### config.mk
export PLATFORM = sky130hd
export DESIGN_NAME = mem_access_stage
export DESIGN_NICKNAME = d
export VERILOG_FILES = /design/src/rtl/mem_access_stage.sv
export SDC_FILE = /design/constraint.sdc
export NUM_CORES = 1
export LEC_CHECK = 0
export CAP_MARGIN = 20
export CORE_ASPECT_RATIO = 0.5
export CORE_UTILIZATION = 32
export CTS_BUF_LIST = sky130_fd_sc_hd__clkbuf_4
export DETAILED_ROUTE_END_ITERATION = 6
export PLACE_DENSITY = 0.88
export SYNTH_ARGS = -nofsm -noshare
export SYNTH_HDL_FRONTEND = slang
export SYNTH_SLANG_ARGS = --single-unit
### constraint.sdc
create_clock -name clk -period 2.2 [get_ports clk]
set_input_delay 0.22 -clock clk [delete_from_list [all_inputs] [get_ports clk]]
set_output_delay 0.22 -clock clk [all_outputs]
set_load 0.005 [all_outputs]
### src/rtl/mem_access_stage.sv
`default_nettype none
// ============================================================================
// Module   : mem_access_stage
// Purpose  : MEM pipeline stage between the EX/MEM and MEM/WB registers.
//            Runs load/store accesses against a multi-cycle data memory over a
//            req/ready handshake. It holds the front of the pipeline stalled
//            until each access completes. It presents the registered load
//            data, the ALU result and the writeback control to MEM/WB.
// Options  : `define DMEM_TIMEOUT_EN adds a BUSY watchdog. An access still
//            waiting after TIMEOUT_CYCLES BUSY cycles is aborted. The stage
//            then returns 32'hDEADBEEF and raises o_bus_err for one cycle.
//            When the macro is undefined, o_bus_err is tied to 0.
// Ports    :
//   clk, rst            clock, synchronous active-high reset
//   i_alu_result        effective address / ALU result from EX/MEM
//   i_write_data        store data from EX/MEM
//   i_rd, i_reg_write   destination register and regfile write enable
//   i_wb_sel            writeback select
//   i_mem_read/write    load / store request from EX/MEM
//   o_read_data         registered load data to MEM/WB
//   o_alu_out, o_rd_out, o_wb_sel_out   combinational passthroughs
//   o_reg_write_out     write enable, gated during stall/misalign/bus error
//   o_stall             freezes PC, IF/ID, ID/EX and EX/MEM
//   o_misalign          load/store with a non word-aligned address
//   o_bus_err           access aborted by the watchdog
//   o_dmem_*            memory request, write flag, word address, store data
//   i_dmem_ready        memory completion, sampled at the rising edge
//   i_dmem_rdata        load data, valid while i_dmem_ready is high
// Revision : 1.0  initial release
// ============================================================================
module mem_access_stage #(
  parameter int DATA_W         = 32,
  parameter int ADDR_W         = 32,
  parameter int TIMEOUT_CYCLES = 255
) (
  input  logic              clk,
  input  logic              rst,
  // EX/MEM side
  input  logic [DATA_W-1:0] i_alu_result,
  input  logic [DATA_W-1:0] i_write_data,
  input  logic [4:0]        i_rd,
  input  logic              i_reg_write,
  input  logic [1:0]        i_wb_sel,
  input  logic              i_mem_read,
  input  logic              i_mem_write,
  // MEM/WB side
  output logic [DATA_W-1:0] o_read_data,
  output logic [DATA_W-1:0] o_alu_out,
  output logic [4:0]        o_rd_out,
  output logic              o_reg_write_out,
  output logic [1:0]        o_wb_sel_out,
  // Hazard / status
  output logic              o_stall,
  output logic              o_misalign,
  output logic              o_bus_err,
  // Data memory bus
  output logic              o_dmem_req,
  output logic              o_dmem_we,
  output logic [ADDR_W-1:0] o_dmem_addr,
  output logic [DATA_W-1:0] o_dmem_wdata,
  input  logic              i_dmem_ready,
  input  logic [DATA_W-1:0] i_dmem_rdata
);

  typedef enum logic [1:0] {
    ST_IDLE = 2'd0,
    ST_BUSY = 2'd1,
    ST_DONE = 2'd2
  } state_t;

  localparam logic [DATA_W-1:0] C_ERR_DATA = DATA_W'(32'hDEADBEEF);

  state_t              r_state;
  state_t              w_state_nxt;
  logic [DATA_W-1:0]   r_rdata_q;

  logic                w_any_mem;
  logic                w_misalign;
  logic                w_memop;
  logic                w_req;
  logic                w_stall;
  logic                w_capture;   // completion seen this cycle
  logic                w_timeout;   // watchdog expiry this cycle
  logic                w_tmo_hit;   // watchdog at its last BUSY cycle
  logic                w_bus_err;

  // --------------------------------------------------------------------------
  // Decode
  // --------------------------------------------------------------------------
  assign w_any_mem  = i_mem_read | i_mem_write;
  assign w_misalign = w_any_mem & (i_alu_result[1:0] != 2'b00);
  assign w_memop    = w_any_mem & ~w_misalign;

  // --------------------------------------------------------------------------
  // Optional BUSY watchdog
  // --------------------------------------------------------------------------
`ifdef DMEM_TIMEOUT_EN
  localparam int CNT_W = $clog2(TIMEOUT_CYCLES + 1);

  logic [CNT_W-1:0] r_tmo_cnt;
  logic             r_bus_err;

  // The counter sits at zero outside BUSY, so it is already clear when BUSY
  // is entered. It holds the number of BUSY cycles already completed.
  always_ff @(posedge clk) begin
    if (rst) begin
      r_tmo_cnt <= '0;
    end else if (r_state != ST_BUSY) begin
      r_tmo_cnt <= '0;
    end else begin
      r_tmo_cnt <= r_tmo_cnt + 1'b1;
    end
  end

  // The Nth BUSY cycle is the one with a count of N-1.
  assign w_tmo_hit = (r_tmo_cnt == CNT_W'(TIMEOUT_CYCLES - 1));

  // A timeout always moves the FSM to DONE. This flag is therefore high for
  // exactly the DONE cycle that follows the timeout.
  always_ff @(posedge clk) begin
    if (rst) begin
      r_bus_err <= 1'b0;
    end else begin
      r_bus_err <= w_timeout;
    end
  end

  assign w_bus_err = r_bus_err & ~rst;
`else
  assign w_tmo_hit = 1'b0;
  assign w_bus_err = 1'b0;
`endif

  // --------------------------------------------------------------------------
  // FSM: state register
  // --------------------------------------------------------------------------
  always_ff @(posedge clk) begin
    if (rst) begin
      r_state <= ST_IDLE;
    end else begin
      r_state <= w_state_nxt;
    end
  end

  // --------------------------------------------------------------------------
  // FSM: next state and handshake outputs
  // --------------------------------------------------------------------------
  always_comb begin
    w_state_nxt = r_state;
    w_req       = 1'b0;
    w_stall     = 1'b0;
    w_capture   = 1'b0;
    w_timeout   = 1'b0;
    case (r_state)
      ST_IDLE: begin
        // Non-memory ops and misaligned ops pass straight through.
        if (w_memop) begin
          w_req   = 1'b1;
          w_stall = 1'b1;
          if (i_dmem_ready) begin
            w_capture   = 1'b1;
            w_state_nxt = ST_DONE;
          end else begin
            w_state_nxt = ST_BUSY;
          end
        end
      end
      ST_BUSY: begin
        // EX/MEM is frozen here, so the bus fields stay stable.
        w_req   = 1'b1;
        w_stall = 1'b1;
        if (i_dmem_ready) begin
          w_capture   = 1'b1;
          w_state_nxt = ST_DONE;
        end else if (w_tmo_hit) begin
          w_timeout   = 1'b1;
          w_state_nxt = ST_DONE;
        end
      end
      ST_DONE: begin
        // EX/MEM advances at this edge. Returning to IDLE unconditionally
        // means the completed instruction is never issued a second time.
        w_state_nxt = ST_IDLE;
      end
      default: begin
        w_state_nxt = ST_IDLE;
      end
    endcase
  end

  // --------------------------------------------------------------------------
  // Load data register
  // --------------------------------------------------------------------------
  always_ff @(posedge clk) begin
    if (rst) begin
      r_rdata_q <= '0;
    end else if (w_timeout) begin
      r_rdata_q <= C_ERR_DATA;
    end else if (w_capture && i_mem_read) begin
      r_rdata_q <= i_dmem_rdata;
    end
  end

  // --------------------------------------------------------------------------
  // Outputs
  // --------------------------------------------------------------------------
  assign o_read_data  = r_rdata_q;
  assign o_alu_out    = i_alu_result;
  assign o_rd_out     = i_rd;
  assign o_wb_sel_out = i_wb_sel;
  assign o_misalign   = w_misalign;
  assign o_bus_err    = w_bus_err;

  // Reset masks the handshake immediately, without waiting for the edge.
  assign o_stall      = w_stall & ~rst;
  assign o_dmem_req   = w_req & ~rst;

  // Each stalled cycle becomes a bubble in MEM/WB.
  assign o_reg_write_out = i_reg_write & ~o_stall & ~w_misalign & ~w_bus_err & ~rst;

  assign o_dmem_we    = i_mem_write;
  assign o_dmem_addr  = {i_alu_result[ADDR_W-1:2], 2'b00};
  assign o_dmem_wdata = i_write_data;

endmodule
`default_nettype wire

[Yosys cells after proc, flatten, opt, wreduce, memory -nomap -nowiden]
Index checks and enable logic that the tools add are counted.
Cells by class
  bitwise gates (word level): 10
  reduce and logical (&&, ||, !) cells: 4
  equal/unequal tests: 3
  muxes and demuxes: 9
Operators by type and width (number)
  $and A1 B1 Y1: 6
  $mux W2: 3
  $ne A2 B2 Y1 const B: 2
  $pmux W1 S2: 2
  $pmux W2 S2: 1
  $mux W1: 3
  $not A1 Y1: 3
  $eq A2 B1 Y1 const B: 1
  $logic_not A2 Y1: 1
  $reduce_and A2 Y1: 1
  $reduce_bool A2 Y1: 1
  $logic_and A1 B1 Y1: 1
  $or A1 B1 Y1: 1
Storage, ports and cells
  bits in registers: 34
  word-level logic and storage cells: 28

[Logic depth before layout (Yosys ltp)]
Gate-level depths: netlist (run 1).
  word-level depth: 11
  mapped depth: 5
  depth with buffers taken out: 3

[Worst setup path after synthesis (run 1)]
OpenSTA, ideal clock, no wires.
  path type: input port to output port
  start point: input i_mem_write
  end point: output o_stall
  path buffers: 1
  stages: 4
  path slack: 1.001 ns
  data arrival time: 0.979 ns
  required time: 1.980 ns
  path through: or2_2 a21oi_1 nor3_1 buf_4
On the way
  word-level cells in the longest chain between the ends: 7
Ends and longest elaborated chain
  start: declaration: RTL line 45  | input logic i_mem_write,
  $or A1 B1 Y1 (*): RTL line 90  | assign w_any_mem = i_mem_read | i_mem_write;
  $and A1 B1 Y1: RTL line 91  | assign w_misalign = w_any_mem & (i_alu_result[1:0] != 2'b00);
  $not A1 Y1: RTL line 92  | assign w_memop = w_any_mem & ~w_misalign;
  $and A1 B1 Y1 (*): RTL line 92
  $mux W1 (*)
  $pmux W1 S2 (*)
  $and A1 B1 Y1 (*)
  end: declaration: RTL line 53  | output logic o_stall,
Every way passes the cells marked *; elsewhere a longest branch is shown, timed or not.

[Final worst setup path (run 1)]
  start point: input i_alu_result[1]
  end point: output o_stall
On the way
  word-level cells in the longest chain between the ends: 7
Ends and longest elaborated chain
  start: declaration: RTL line 39  | input logic [DATA_W-1:0] i_alu_result,
  $reduce_bool A2 Y1: RTL line 91
  $and A1 B1 Y1: RTL line 91
  $not A1 Y1: RTL line 92
  $and A1 B1 Y1: RTL line 92
  $mux W1: RTL line 157  | if (w_memop) begin
  $pmux W1 S2: RTL line 154  | case (r_state)
  $and A1 B1 Y1: RTL line 215  | assign o_stall = w_stall & ~rst;
No other way between the ends.

==> metrics.cfg, run 1 <==
[floorplanning]
die_area_mm2 = 0.007799
rows = 21
initial_core_util_pct = 34.27
die_h_um = 62.95
coreArea_mm2 = 0.006937
ios = 250
die_x_um = 123.9

[setup_path]
worstPathArrival_ns = 1.90
criticalPathCategory = input port to primary output
reg2reg_slack_ns = 0.98
worstPathMaxFanout = 4
r2r-start = r_state[1]
cp.required_ns = 1.98
endpoint_kind = primary output
reg2reg_to = o_read_data[1]
rr_worst_depth = 4
start_kind = input port

[power_and_ir_drop]
p_sw_share_pct = 21.51
comb_power_share_pct = 15.6
powerDensity_mw_per_mm2 = 528.9
switchingPower_w = 0.0002850
p_clk_share_pct = 36.0
power_frac_seq_pct = 48.4
ir_drop_mv = 0.1729
p_leak_nw = 0.8560
p_int_w = 0.001040

[grt]
antenna_found_initial = 0
grt_pass1_wl_mm = 7.134
overflow = 0
grt_use_total_pct = 12.08
grt_pass1_vias = 1373
grt_max_degree = 67

[clock_tree]
post_cts_buffers = 0
cts_resized = 0
cts_sinks = 34
cts_tree = built
postCtsHoldBufs = 0
cts-root-buf = clkbuf_4
clock_latency_ns = 0.33
ctsLongestPathBuffers = 2
cts_max_level = 2
cts_buffers = 5

[placement]
dpl.hpwl_mm = 3.230
place.gp.congestion = 0.6944
dp_cells = 318
io_buffer_count = 78
placed_cell_area_mm2 = 0.002422

[sta]
hold_ws_ns = 0.4400
skew_ns = 0.01284
setup_tns_ns = 0
post-route-min-period_ns = 2.119
drv_slew = 0
fin_crit_sh_pct = 96.32
final_hold_viol_count = 0
setup_violations = 0
fmax_mhz = 471.9
rsz0062_at_grt = false

[logic_synthesis]
synth_cell_types = 20
ys_ff_latch = 34
synth_cells = 260
ys_warn_count = 0
syn-cell-area_mm2 = 0.002377
avgSynthCellArea_um2 = 9.143
ys_seq_area_share_pct = 28.63

[routing]
drcViolationCount = 0
drt-wirelength-per-cell_um = 13.60
drt-total-wl_mm = 4.433
vias_per_cell = 4.129
vias = 1346
drtIter0Drc = 36
first_pass_iters = 3
postRouteAntennaNets = 0

[layout]
multi_input_area_um2 = 807.0
fin_cells = 326
seq_area_um2 = 680.7
fin_nets = 342
layout_commonest_cell = clkdlybuf4s50_1
layout_common_cells = clkdlybuf4s50_1, nand2b_1, dfxtp_1, mux2i_1, clkbuf_4
syn_to_final_growth_pct = 5.368
drive_above_1_share_pct = 6.410
diodes = 0
fillers = 717
stdcell_area_mm2 = 0.002505

[hold_path]
hold_start = i_write_data[0]
whs_endpoint = o_dmem_wdata[0]
min_path_cells = 0
hp-class = input port to primary output

[run_status]
status = complete, no violations

[flow_run]
drv_cap = 0

## flip-flops by register name, indices dropped and copies added (netlist names)
register     count
o_read_data     32
r_state          2
## how the worst max path moves through the flow
stage / start / end / slack [ns] / depth (start not counted)
after CTS: i_alu_result[1] / o_stall / 0.07 / 6
after global placement: i_mem_write / o_reg_write_out / 0.14 / 5
after detailed placement: i_alu_result[1] / o_stall / 0.07 / 6
after global routing: i_alu_result[1] / o_stall / 0.005 / 6
after floorplan: i_mem_write / o_stall / 1.00 / 4
final: i_alu_result[1] / o_stall / 0.08 / 6
## power groups by stage
stage          Combinational [W]  Sequential, W  Clock, W
3_3_place_gp            0.000206       0.000654         0
4_1_cts                 0.000210       0.000641  0.000502
5_1_grt                 0.000226       0.000643  0.000547
2_1_floorplan           0.000239       0.000656         0
6_report                0.000207       0.000641  0.000477
3_5_place_dp            0.000209       0.000655         0
## final cells by class
cell class | instances | share of cell area (%)
clock buffers | 7 | 2.098
multi-input cells | 110 | 32.22
repair buffers | 81 | 32.57
flip-flops and latches | 34 | 27.17
inverters | 1 | 0.1499
well taps | 92 | 4.595
clock inverters | 1 | 1.199
## logic make-up after synthesis
logic type,share of synthesized area (%)
multiplexers,13.47
other,0.1577
flip-flops,28.63
buffers and inverters,37.79
AND/OR/NAND/NOR,18.79
AO/OA/AOI/OAI,1.158
## worst max-delay path, cell delays in order
cell             delay (ns)
clkdlybuf4s50_1        0.46
nor2_2                 0.20
a21oi_1                0.11
buf_4                  0.15
nor3_1                 0.20
clkdlybuf4s50_1        0.56
## layer usage
metal / global-route usage, % / vias up / part of all wire [%]
met1: 13.01 / 583 / 40
met5: 0 / - / 0
met2: 16.88 / 87 / 43
li1: - / 651 / -
met3: 8.485 / 25 / 14
met4: 7.738 / 0 / 3.8
## cells in the mapped netlist
library cell / instances / area share (%)
buf_12: 3 / 2.5
mux2i_1: 32 / 13
nor2_1: 2 / 0.32
buf_2: 1 / 0.21
dfxtp_1: 34 / 29
or2_2: 1 / 0.26
nand2b_1: 64 / 17
inv_1: 1 / 0.16
o2111a_1: 1 / 0.47
buf_6: 1 / 0.47
nor3_1: 1 / 0.21
nor4_1: 1 / 0.26
nor4b_1: 1 / 0.37
conb_1: 1 / 0.16
o221a_2: 1 / 0.47
a21oi_1: 1 / 0.21
nor2b_1: 1 / 0.26
nor2_2: 1 / 0.26
clkbuf_1: 6 / 0.95
buf_4: 106 / 33
## through the flow
stage                      power, W  util (%)  setup slack, ns
final                      0.001325     36.11          0.08092
after global routing       0.001416     36.11         0.004891
after CTS                  0.001353     36.11          0.06572
after detailed placement  0.0008638     34.92          0.06587
after global placement    0.0008607     34.92           0.1372
after floorplan           0.0008951         -            1.001
Note: power is estimated with default switching activity, not from simulation.
==> inputs of run 2 (changes only) <==
--- a/config.mk
+++ b/config.mk
@@ -7,6 +7,7 @@
 export LEC_CHECK = 0
 export CAP_MARGIN = 20
 export CORE_ASPECT_RATIO = 0.5
+export CORE_MARGIN = 4
 export CORE_UTILIZATION = 32
 export CTS_BUF_LIST = sky130_fd_sc_hd__clkbuf_4
 export DETAILED_ROUTE_END_ITERATION = 6
@@ -14,3 +15,4 @@
 export SYNTH_ARGS = -nofsm -noshare
 export SYNTH_HDL_FRONTEND = slang
 export SYNTH_SLANG_ARGS = --single-unit
+export TNS_END_PERCENT = 50
==> metrics.cfg, run 2 (synthesis gave the netlist of run 1 again) <==
[run_status]
status = complete, no violations

[layout]
fillers = 706
diodes = 0
layout_common_cells = clkdlybuf4s50_1, nand2b_1, dfxtp_1, mux2i_1, clkbuf_4
fin_nets = 342
layout_commonest_cell = clkdlybuf4s50_1
largest_reg_flops = 32
fin_cells = 326
drive_above_1_share_pct = 6.410
stdcell_area_mm2 = 0.002481
syn_to_final_growth_pct = 4.368

[grt]
grt_max_degree = 67
grt_pass1_wl_mm = 6.982
antenna_found_initial = 0
grt_use_total_pct = 10.12
grt_pass1_vias = 1400
overflow = 0

[routing]
drcViolationCount = 0
dr.max_layer_used = met4
vias = 1338
drt-total-wl_mm = 4.502
route.met2.wl_mm = 2.029
drtIter0Drc = 40
postRouteAntennaNets = 0
drt-met1-wl_mm = 1.657
vias_per_cell = 4.104
wl_met3_um = 622
drt-wirelength-per-cell_um = 13.81
first_pass_iters = 5

[sta]
post-route-min-period_ns = 2.079
fmax_mhz = 481.0
hold_ws_ns = 0.4400
setup_tns_ns = 0
rsz0062_at_grt = false
setup_violations = 0
final_hold_viol_count = 0
drv_slew = 0
skew_ns = 0.004281
fin_crit_sh_pct = 94.50

[hold_path]
hp-class = input port to primary output
hold_start = i_write_data[19]
min_path_cells = 0
whs_endpoint = o_dmem_wdata[19]

[floorplanning]
coreArea_mm2 = 0.006937
rows = 21
die_h_um = 68.95
die_x_um = 129.9
initial_core_util_pct = 34.27
die_area_mm2 = 0.008956
ios = 250

[power_and_ir_drop]
p_leak_nw = 0.8449
power_w = 0.001190
ir_drop_mv = 0.1425
powerDensity_mw_per_mm2 = 479.5

[clock_tree]
cts-root-buf = clkbuf_4
cts_buffers = 5
cts_resized = 0
postCtsHoldBufs = 0
post_cts_buffers = 0
ctsLongestPathBuffers = 2
cts_sinks = 34
cts_tree = built
cts_max_level = 2
clock_latency_ns = 0.32

[setup_path]
worstPathArrival_ns = 1.86
reg2reg_slack_ns = 1.00
reg2reg_to = o_read_data[31]
endpoint_kind = primary output
rr_worst_depth = 4
cp.required_ns = 1.98
r2r-start = r_state[1]
start_kind = input port
worstPathMaxFanout = 3
criticalPathCategory = input port to primary output

[placement]
place.gp.congestion = 0.7707
dp_cells = 318
placed_cell_area_mm2 = 0.002422
dpl.hpwl_mm = 3.330
io_buffer_count = 78

[flow_run]
drv_cap = 0

==> run 2: worst max path at each step <==
stage | start | to | slack (ns) | cells after the start
6_report | i_mem_write | o_reg_write_out | 0.12 | 5
5_1_grt | i_mem_read | o_reg_write_out | 0.01 | 5
4_1_cts | i_mem_write | o_reg_write_out | 0.11 | 5
3_5_place_dp | i_mem_write | o_reg_write_out | 0.12 | 5
3_3_place_gp | i_mem_write | o_reg_write_out | 0.13 | 5
2_1_floorplan | i_mem_write | o_stall | 1.00 | 4
==> run 2: critical path, stage by stage <==
cell	delay, ns
clkdlybuf4s50_1	0.44
or2_2	0.30
a21oi_1	0.20
o221a_2	0.21
clkdlybuf4s50_1	0.49
==> run 2: final cells by class <==
cell class | count | area [µm²] | area share [%]
multi-input combinational | 110 | 812.0 | 32.73
sequential | 34 | 680.7 | 27.43
tap | 92 | 115.1 | 4.639
inverter | 1 | 3.754 | 0.1513
clock buffer | 6 | 45.04 | 1.815
timing repair buffer | 81 | 815.8 | 32.88
clock inverter | 2 | 8.758 | 0.3530
==> run 2: routing by layer <==
layer,global-route usage [%],vias up
met5,0,-
met4,7.513,0
met3,7.154,25
met2,14.42,83
met1,10.51,579
li1,-,651
==> run 2: stage by stage <==
stage,util [%],setup slack [ns]
after CTS,35.70,0.1090
after floorplan,-,1.001
after global placement,34.92,0.1259
after global routing,35.77,0.01185
after detailed placement,34.92,0.1164
final,35.77,0.1209
==> run 2: report_power, final <==
part / switching, W / internal [W]
logic: 0.0000649 / 0.000142
registers: 0.00000862 / 0.000632
clock network: 0.000209 / 0.000133
total: 0.000283 / 0.000907
